$ cat config.mk
export PLATFORM = sky130hd
export DESIGN_NAME = multicycle_controller
export DESIGN_NICKNAME = d
export VERILOG_FILES = /design/src/rtl/multicycle_controller.sv
export SDC_FILE = /design/constraint.sdc
export NUM_CORES = 1
export LEC_CHECK = 0
export BUFFER_PORTS_ARGS = -buffer_cell sky130_fd_sc_hd__clkbuf_2
export CAP_MARGIN = 20
export CORE_MARGIN = 2
export CORE_UTILIZATION = 45
export DETAILED_ROUTE_END_ITERATION = 6
export MAX_ROUTING_LAYER = met4
export PLACE_DENSITY = 0.78
export SETUP_SLACK_MARGIN = 0.15
export SYNTH_ARGS = -nofsm -noshare
export SYNTH_HDL_FRONTEND = slang
export SYNTH_SLANG_ARGS = --single-unit
$ cat constraint.sdc
create_clock -name clk -period 1.7 [get_ports clk]
set_clock_uncertainty 0.05 [all_clocks]
set_input_delay 0.17 -clock clk [delete_from_list [all_inputs] [get_ports clk]]
set_output_delay 0.17 -clock clk [all_outputs]
set_load 0.03 [all_outputs]
$ cat src/rtl/multicycle_controller.sv
// Multicycle processor controller: one FSM steps through fetch, decode,
// execute, memory and writeback, with memory handshake, halt and trap.
module multicycle_controller #(
    parameter int OP_W      = 3,
    parameter int FUNCT_W   = 3,
    parameter int ALUCTRL_W = 4
) (
    input  logic                 clk,
    input  logic                 reset_n,
    input  logic [OP_W-1:0]      op,
    input  logic [FUNCT_W-1:0]   funct,
    input  logic                 zero,
    input  logic                 mem_ready,
    output logic                 pc_en,
    output logic                 iord,
    output logic                 memread,
    output logic                 memwrite,
    output logic                 irwrite,
    output logic                 regdst,
    output logic                 memtoreg,
    output logic                 regwrite,
    output logic                 alusrca,
    output logic [1:0]           alusrcb,
    output logic [1:0]           pcsrc,
    output logic [ALUCTRL_W-1:0] alucontrol,
    output logic                 halted,
    output logic                 illegal,
    output logic [3:0]           state
);

    typedef enum logic [3:0] {
        S_FETCH  = 4'd0,
        S_DECODE = 4'd1,
        S_MEMADR = 4'd2,
        S_MEMRD  = 4'd3,
        S_MEMWB  = 4'd4,
        S_MEMWR  = 4'd5,
        S_EXEC   = 4'd6,
        S_ALUWB  = 4'd7,
        S_ADDIWB = 4'd8,
        S_BRANCH = 4'd9,
        S_JUMP   = 4'd10,
        S_HALT   = 4'd11,
        S_FAULT  = 4'd12
    } state_t;

    localparam logic [2:0] OP_R    = 3'd0;
    localparam logic [2:0] OP_ADDI = 3'd1;
    localparam logic [2:0] OP_LW   = 3'd2;
    localparam logic [2:0] OP_SW   = 3'd3;
    localparam logic [2:0] OP_BEQ  = 3'd4;
    localparam logic [2:0] OP_J    = 3'd5;
    localparam logic [2:0] OP_HALT = 3'd6;

    localparam logic [ALUCTRL_W-1:0] ALU_AND = ALUCTRL_W'(4'b0000);
    localparam logic [ALUCTRL_W-1:0] ALU_OR  = ALUCTRL_W'(4'b0001);
    localparam logic [ALUCTRL_W-1:0] ALU_ADD = ALUCTRL_W'(4'b0010);
    localparam logic [ALUCTRL_W-1:0] ALU_SUB = ALUCTRL_W'(4'b0110);
    localparam logic [ALUCTRL_W-1:0] ALU_SLT = ALUCTRL_W'(4'b0111);
    localparam logic [ALUCTRL_W-1:0] ALU_NOR = ALUCTRL_W'(4'b1100);

    state_t     state_q, state_d;
    logic       pcwrite, branch;
    logic       op_ok, fn_ok;
    logic [2:0] opc, fn;

    // Only the low 3 bits are decoded; any upper bit set is illegal.
    assign op_ok = ((op >> 3) == '0);
    assign fn_ok = ((funct >> 3) == '0);
    assign opc   = op[2:0];
    assign fn    = funct[2:0];

    always_ff @(posedge clk or negedge reset_n) begin
        if (!reset_n) state_q <= S_FETCH;
        else          state_q <= state_d;
    end

    always_comb begin
        state_d    = state_q;
        pcwrite    = 1'b0;
        branch     = 1'b0;
        iord       = 1'b0;
        memread    = 1'b0;
        memwrite   = 1'b0;
        irwrite    = 1'b0;
        regdst     = 1'b0;
        memtoreg   = 1'b0;
        regwrite   = 1'b0;
        alusrca    = 1'b0;
        alusrcb    = 2'b00;
        pcsrc      = 2'b00;
        alucontrol = ALU_ADD;
        halted     = 1'b0;
        illegal    = 1'b0;
        case (state_q)
            S_FETCH: begin
                memread = 1'b1;
                alusrcb = 2'b01;
                if (mem_ready) begin
                    irwrite = 1'b1;
                    pcwrite = 1'b1;
                    state_d = S_DECODE;
                end
            end
            S_DECODE: begin
                alusrcb = 2'b10;
                if (!op_ok) state_d = S_FAULT;
                else begin
                    case (opc)
                        OP_R, OP_ADDI: state_d = S_EXEC;
                        OP_LW, OP_SW:  state_d = S_MEMADR;
                        OP_BEQ:        state_d = S_BRANCH;
                        OP_J:          state_d = S_JUMP;
                        OP_HALT:       state_d = S_HALT;
                        default:       state_d = S_FAULT;
                    endcase
                end
            end
            S_MEMADR: begin
                alusrca = 1'b1;
                alusrcb = 2'b10;
                if (op_ok && opc == OP_LW)      state_d = S_MEMRD;
                else if (op_ok && opc == OP_SW) state_d = S_MEMWR;
                else                            state_d = S_FAULT;
            end
            S_MEMRD: begin
                memread = 1'b1;
                iord    = 1'b1;
                if (mem_ready) state_d = S_MEMWB;
            end
            S_MEMWB: begin
                regwrite = 1'b1;
                memtoreg = 1'b1;
                state_d  = S_FETCH;
            end
            S_MEMWR: begin
                memwrite = 1'b1;
                iord     = 1'b1;
                if (mem_ready) state_d = S_FETCH;
            end
            S_EXEC: begin
                alusrca = 1'b1;
                if (op_ok && opc == OP_R) begin
                    alusrcb = 2'b00;
                    state_d = S_ALUWB;
                    if (!fn_ok) state_d = S_FAULT;
                    else begin
                        case (fn)
                            3'd0:    alucontrol = ALU_ADD;
                            3'd1:    alucontrol = ALU_SUB;
                            3'd2:    alucontrol = ALU_AND;
                            3'd3:    alucontrol = ALU_OR;
                            3'd4:    alucontrol = ALU_SLT;
                            3'd5:    alucontrol = ALU_NOR;
                            default: state_d    = S_FAULT;
                        endcase
                    end
                end else if (op_ok && opc == OP_ADDI) begin
                    alusrcb = 2'b10;
                    state_d = S_ADDIWB;
                end else begin
                    state_d = S_FAULT;
                end
            end
            S_ALUWB: begin
                regwrite = 1'b1;
                regdst   = 1'b1;
                state_d  = S_FETCH;
            end
            S_ADDIWB: begin
                regwrite = 1'b1;
                state_d  = S_FETCH;
            end
            S_BRANCH: begin
                alusrca    = 1'b1;
                alucontrol = ALU_SUB;
                pcsrc      = 2'b01;
                branch     = 1'b1;
                state_d    = S_FETCH;
            end
            S_JUMP: begin
                pcsrc   = 2'b10;
                pcwrite = 1'b1;
                state_d = S_FETCH;
            end
            S_HALT:  halted  = 1'b1;
            S_FAULT: illegal = 1'b1;
            default: state_d = S_FAULT;
        endcase

        pc_en = pcwrite | (branch & zero);

        // Reset forces a quiet fetch request regardless of mem_ready.
        if (!reset_n) begin
            pc_en      = 1'b0;
            iord       = 1'b0;
            memread    = 1'b1;
            memwrite   = 1'b0;
            irwrite    = 1'b0;
            regdst     = 1'b0;
            memtoreg   = 1'b0;
            regwrite   = 1'b0;
            alusrca    = 1'b0;
            alusrcb    = 2'b01;
            pcsrc      = 2'b00;
            alucontrol = '0;
            halted     = 1'b0;
            illegal    = 1'b0;
        end
    end

    assign state = state_q;

endmodule

==> results of run 1 <==
==> synth_stat cells (2+ instances only) <==
| library cell | instances |
|---|---|
| nor2_1 | 18 |
| nand2_1 | 13 |
| a21oi_1 | 6 |
| nor3_1 | 6 |
| buf_6 | 5 |
| nand2b_1 | 5 |
| nor3b_1 | 5 |
| clkbuf_1 | 4 |
| dfrtp_1 | 4 |
| inv_1 | 4 |
| nand3_1 | 4 |
| o21ai_0 | 4 |
| xnor2_1 | 4 |
| and2_1 | 2 |
| and3_1 | 2 |
| ha_1 | 2 |
| nand3b_1 | 2 |
| nor4b_1 | 2 |
| o21a_1 | 2 |
| o22ai_1 | 2 |
==> what timing repair did <==
| item | 4_1_cts |
|---|---|
| resized for setup | 73 |
| hold buffers | 2 |
| pin swaps | 16 |
| setup endpoints to repair | 20 |
| hold endpoints to repair | 4 |
| gates cloned | 0 |
| setup buffers | 20 |
==> per-stage QoR <==
| stage | hold WS [ns] | instances | worst slack (ns) |
|---|---|---|---|
| after floorplan | -0.176 | 116 | 0.0307 |
| after CTS | 0.239 | 193 | -0.00329 |
| after global placement | -0.0571 | 168 | 0.0982 |
| after detailed placement | -0.0533 | 168 | 0.0776 |
==> logic make-up after synthesis <==
kind of cell	synth area share, %
AOI/OAI and AO/OA	20.3
xor gates and xnor gates	4.47
adders and majority gates	3.19
buffers and inverters	13.7
DFF	12.8
and+or+nand+nor	45.6
==> run summary, run 1 <==
worst_ep kind = output port
Final GP Congestion = 0.935
CTS max path bufs = 2
Syn Area/Cell = 6.76 um^2
syn_nets = 128
Synth Flop Type = dfrtp_1
post-synth top area share = 12.8%
Starting Density = 46.4%
I/O Pins = 33
number of enable flip-flop cells after synthesis = 0
Mapped Cells = 116
top cells by area, synth = dfrtp_1 (13%), nor2_1 (8.6%), buf_6 (7.2%)
post-synth cell types = 40
Cell Rows = 15
Worst EP post-GRT repair = regwrite
TritonCTS Buffers = 3
area leader, netlist = dfrtp_1
CTS root buf = clkbuf_4
largest net degree at the start of global routing = 12
Sink Count = 4
die width = 45.8 um
CTS H-tree lvls = 1
port bufs = 32
status = stopped before the end
Synth Warn # = 0
number of synthesized register bits = 4
DP HPWL = 1820 um
Die Ht = 45.8 um
post-synthesis cell area = 785 um^2
sequential-to-total area share from yosys stat = 12.8%
failing step = global routing
Area after DPL = 0.00112 mm^2
stop err = [ERROR DPL-0038] Utilization greater than 100%, impossible to legalize
ys async rst share = 100%
==> run 2: changes to the inputs <==
- CORE_AREA: not set -> 2 2 63 65
- CORE_MARGIN: 2 -> not set
- CORE_UTILIZATION: 45 -> not set
- DIE_AREA: not set -> 0 0 65 67
- MAX_ROUTING_LAYER: met4 -> not set
- PLACE_DENSITY: 0.78 -> not set
- PLACE_DENSITY_LB_ADDON: not set -> 0.15
- SETUP_SLACK_MARGIN: 0.15 -> not set
==> run summary, run 2 <==
Hold EP = state[0]
post-synth top area share = 12.8%
max-cap violations = 0
Mapped Cells = 116
GR Overflow Total = 0
worst min-delay path class = input port to register
Pint = 1.13 mW
CTS root buf = clkbuf_8
post-synth cell types = 40
worst-skew pair later-pin latency = 0.22 ns
TritonCTS Buffers = 3
Post-synth top cells = nor2_1 (18), nand2_1 (13), a21oi_1 (6), nor3_1 (6)
Starting Density = 21.8%
sequential-to-total area share from yosys stat = 12.8%
R2R depth = 5
Cell Rows = 22
TritonCTS clock tree = built
failing checks = setup timing
most frequent cells in the layout = buf_4 (25), clkbuf_2 (19), nand2_1 (13)
Layout area overhead = 90.3%
syn_nets = 128
Slew Viols, Final = 0
Tightest Pin Transition = 0.358 ns
die width = 65 um
WL/cell = 14.1 um
CTS H-tree lvls = 1
Global Route Usage Sum = 13.9%
port bufs = 32
arrival time worst endpoint = 1.49 ns
initial antenna violation count = 0
Flop pwr share = 10.7%
crit path kind = register to output pin
Hold Path Depth = 3
Power per Cell Area = 1490 mW/mm^2
sw frac = 49.3%
area of the core = 0.00361 mm^2
largest net degree at the start of global routing = 12
Slew headroom = 75.9%
Final GP Congestion = 0.817
Sink Count = 4
post-synthesis cell area = 785 um^2
number of synthesized register bits = 4
Die Ht = 67 um
slack of the critical path = -0.00860 ns
ANT nets after route = 0
WHS = 0.283 ns
top cells by area, synth = dfrtp_1 (13%), nor2_1 (8.6%), buf_6 (7.2%)
I/O Pins = 33
first-pass GRT wire length = 4740 um
Synth Warn # = 0
DP HPWL = 2240 um
clock transition at the registers of the reported paths = 0.03 ns
layout cells sized above 1 = 56.7%
total power = 2.23 mW
drt total wl = 3090 um
Critical Path End Type = output pin
Comb pwr share = 80.2%
status = finished with violations
area leader, netlist = dfrtp_1
ys async rst share = 100%
Hold Crit Start = mem_ready
P_sw = 1.10 mW
Worst R2R Start = state[2]
Vias/cell = 4.89
vias in the first global route = 990
Required @ worst endpoint = 1.48 ns
number of enable flip-flop cells after synthesis = 0
CTS max path bufs = 2
via count = 1070
Area after DPL = 0.00114 mm^2
RR Endpoint = state[2]
commonest non-fill, non-tap cell in the layout = buf_4
antenna diode count = 0
DRT Pass-1 Iters = 4
internal reg-to-reg setup slack = 0.11 ns
Tmin final = 1.71 ns
RSZ-0062 raised after global routing = yes
final hold viol count = 0
leakage power = 0.648 nW
Syn Area/Cell = 6.76 um^2
DP Worst Slack = 0.0165 ns
Setup violations, final = 1
DIE AREA = 0.00436 mm^2
crit path max fanout = 5
maximum clock rate = 585 MHz
Design Area, Final = 0.00149 mm^2
Synth Flop Type = dfrtp_1
max reg flops = 4
power share of the clock group = 9.2%
Total Nets Final = 185
top-count cell post-synth = nor2_1
drt initial violations = 26
Tcrit/Tclk final = 101%
Worst VDD drop = 0.492 mV
Critical Path Source Type = register
# DRC = 0
[run 2: cell counts after synthesis]
Identical to the previous run, type by type.
[run 2: cell type report]
class | count | area (um^2)
clock buffer | 3 | 41.3
fill | 373 | 2110
inverter | 4 | 17.5
multi-input combinational | 97 | 774
sequential | 4 | 105
tap | 48 | 60.1
timing repair buffer | 63 | 494
[run 2: cell families (layout without fill, tap and decap cells)]
group | count (synthesis) | in the layout | synth area share, %
and+or+nand+nor | 67 | 67 | 45.6
AOI/OAI and AO/OA | 24 | 24 | 20.3
buffers and inverters | 15 | 70 | 13.7
xor gates and xnor gates | 4 | 4 | 4.47
DFF | 4 | 4 | 12.8
adders and majority gates | 2 | 2 | 3.19
[run 2: through the flow]
stage,utilization [%],setup TNS (ns),instances
after global routing,41.4,-0.259,219
after global placement,31.7,0,202
final,41.4,-0.00860,219
after detailed placement,31.7,0,202
after CTS,36.4,-0.192,210
after floorplan,-,-0.0344,116
[run 2: timing repair]
action,in CTS,in global routing
buffers inserted,4,9
setup endpoints to repair,14,15
hold buffers,1,0
resized for setup,23,42
endpoints found under the hold margin,4,0
pin swaps,1,9
[run 2: power by group through the flow]
| stage | clock network (mW) | logic [mW] | registers (mW) |
|---|---|---|---|
| after global routing | 0.216 | 1.91 | 0.243 |
| after detailed placement | 0 | 1.29 | 0.232 |
| after global placement | 0 | 1.30 | 0.232 |
| after CTS | 0.207 | 1.46 | 0.242 |
| after floorplan | 0 | 0.917 | 0.246 |
| final | 0.204 | 1.79 | 0.238 |
[run 2: worst max-delay path, cell delays in order (launching register included)]
cell	delay, ns
dfrtp_2	0.46
nand2b_4	0.18
o21ai_4	0.17
a32oi_2	0.08
nor3b_4	0.19
clkbuf_8	0.18
[run 2: metal layers]
metal | part of all wire [%] | vias to the layer above | track usage, % | routed length (um)
li1 | - | 523 | - | -
met1 | 45 | 503 | 17.9 | 1400
met2 | 49 | 38 | 24.2 | 1530
met3 | 4.1 | 6 | 2.70 | 126
met4 | 1.2 | 0 | 2.39 | 38
met5 | 0 | - | 0 | 0
[run 2: how the worst max path moves through the flow]
stage | start | end | cells past startpoint
finish | state[3] | pc_en | 5
global route | state[3] | pc_en | 5
CTS | state[3] | irwrite | 5
detailed placement | state[1] | pc_en | 5
global placement | state[1] | pc_en | 5
floorplan | state[1] | iord | 4
No activity file was read; power rests on OpenSTA's default activity.
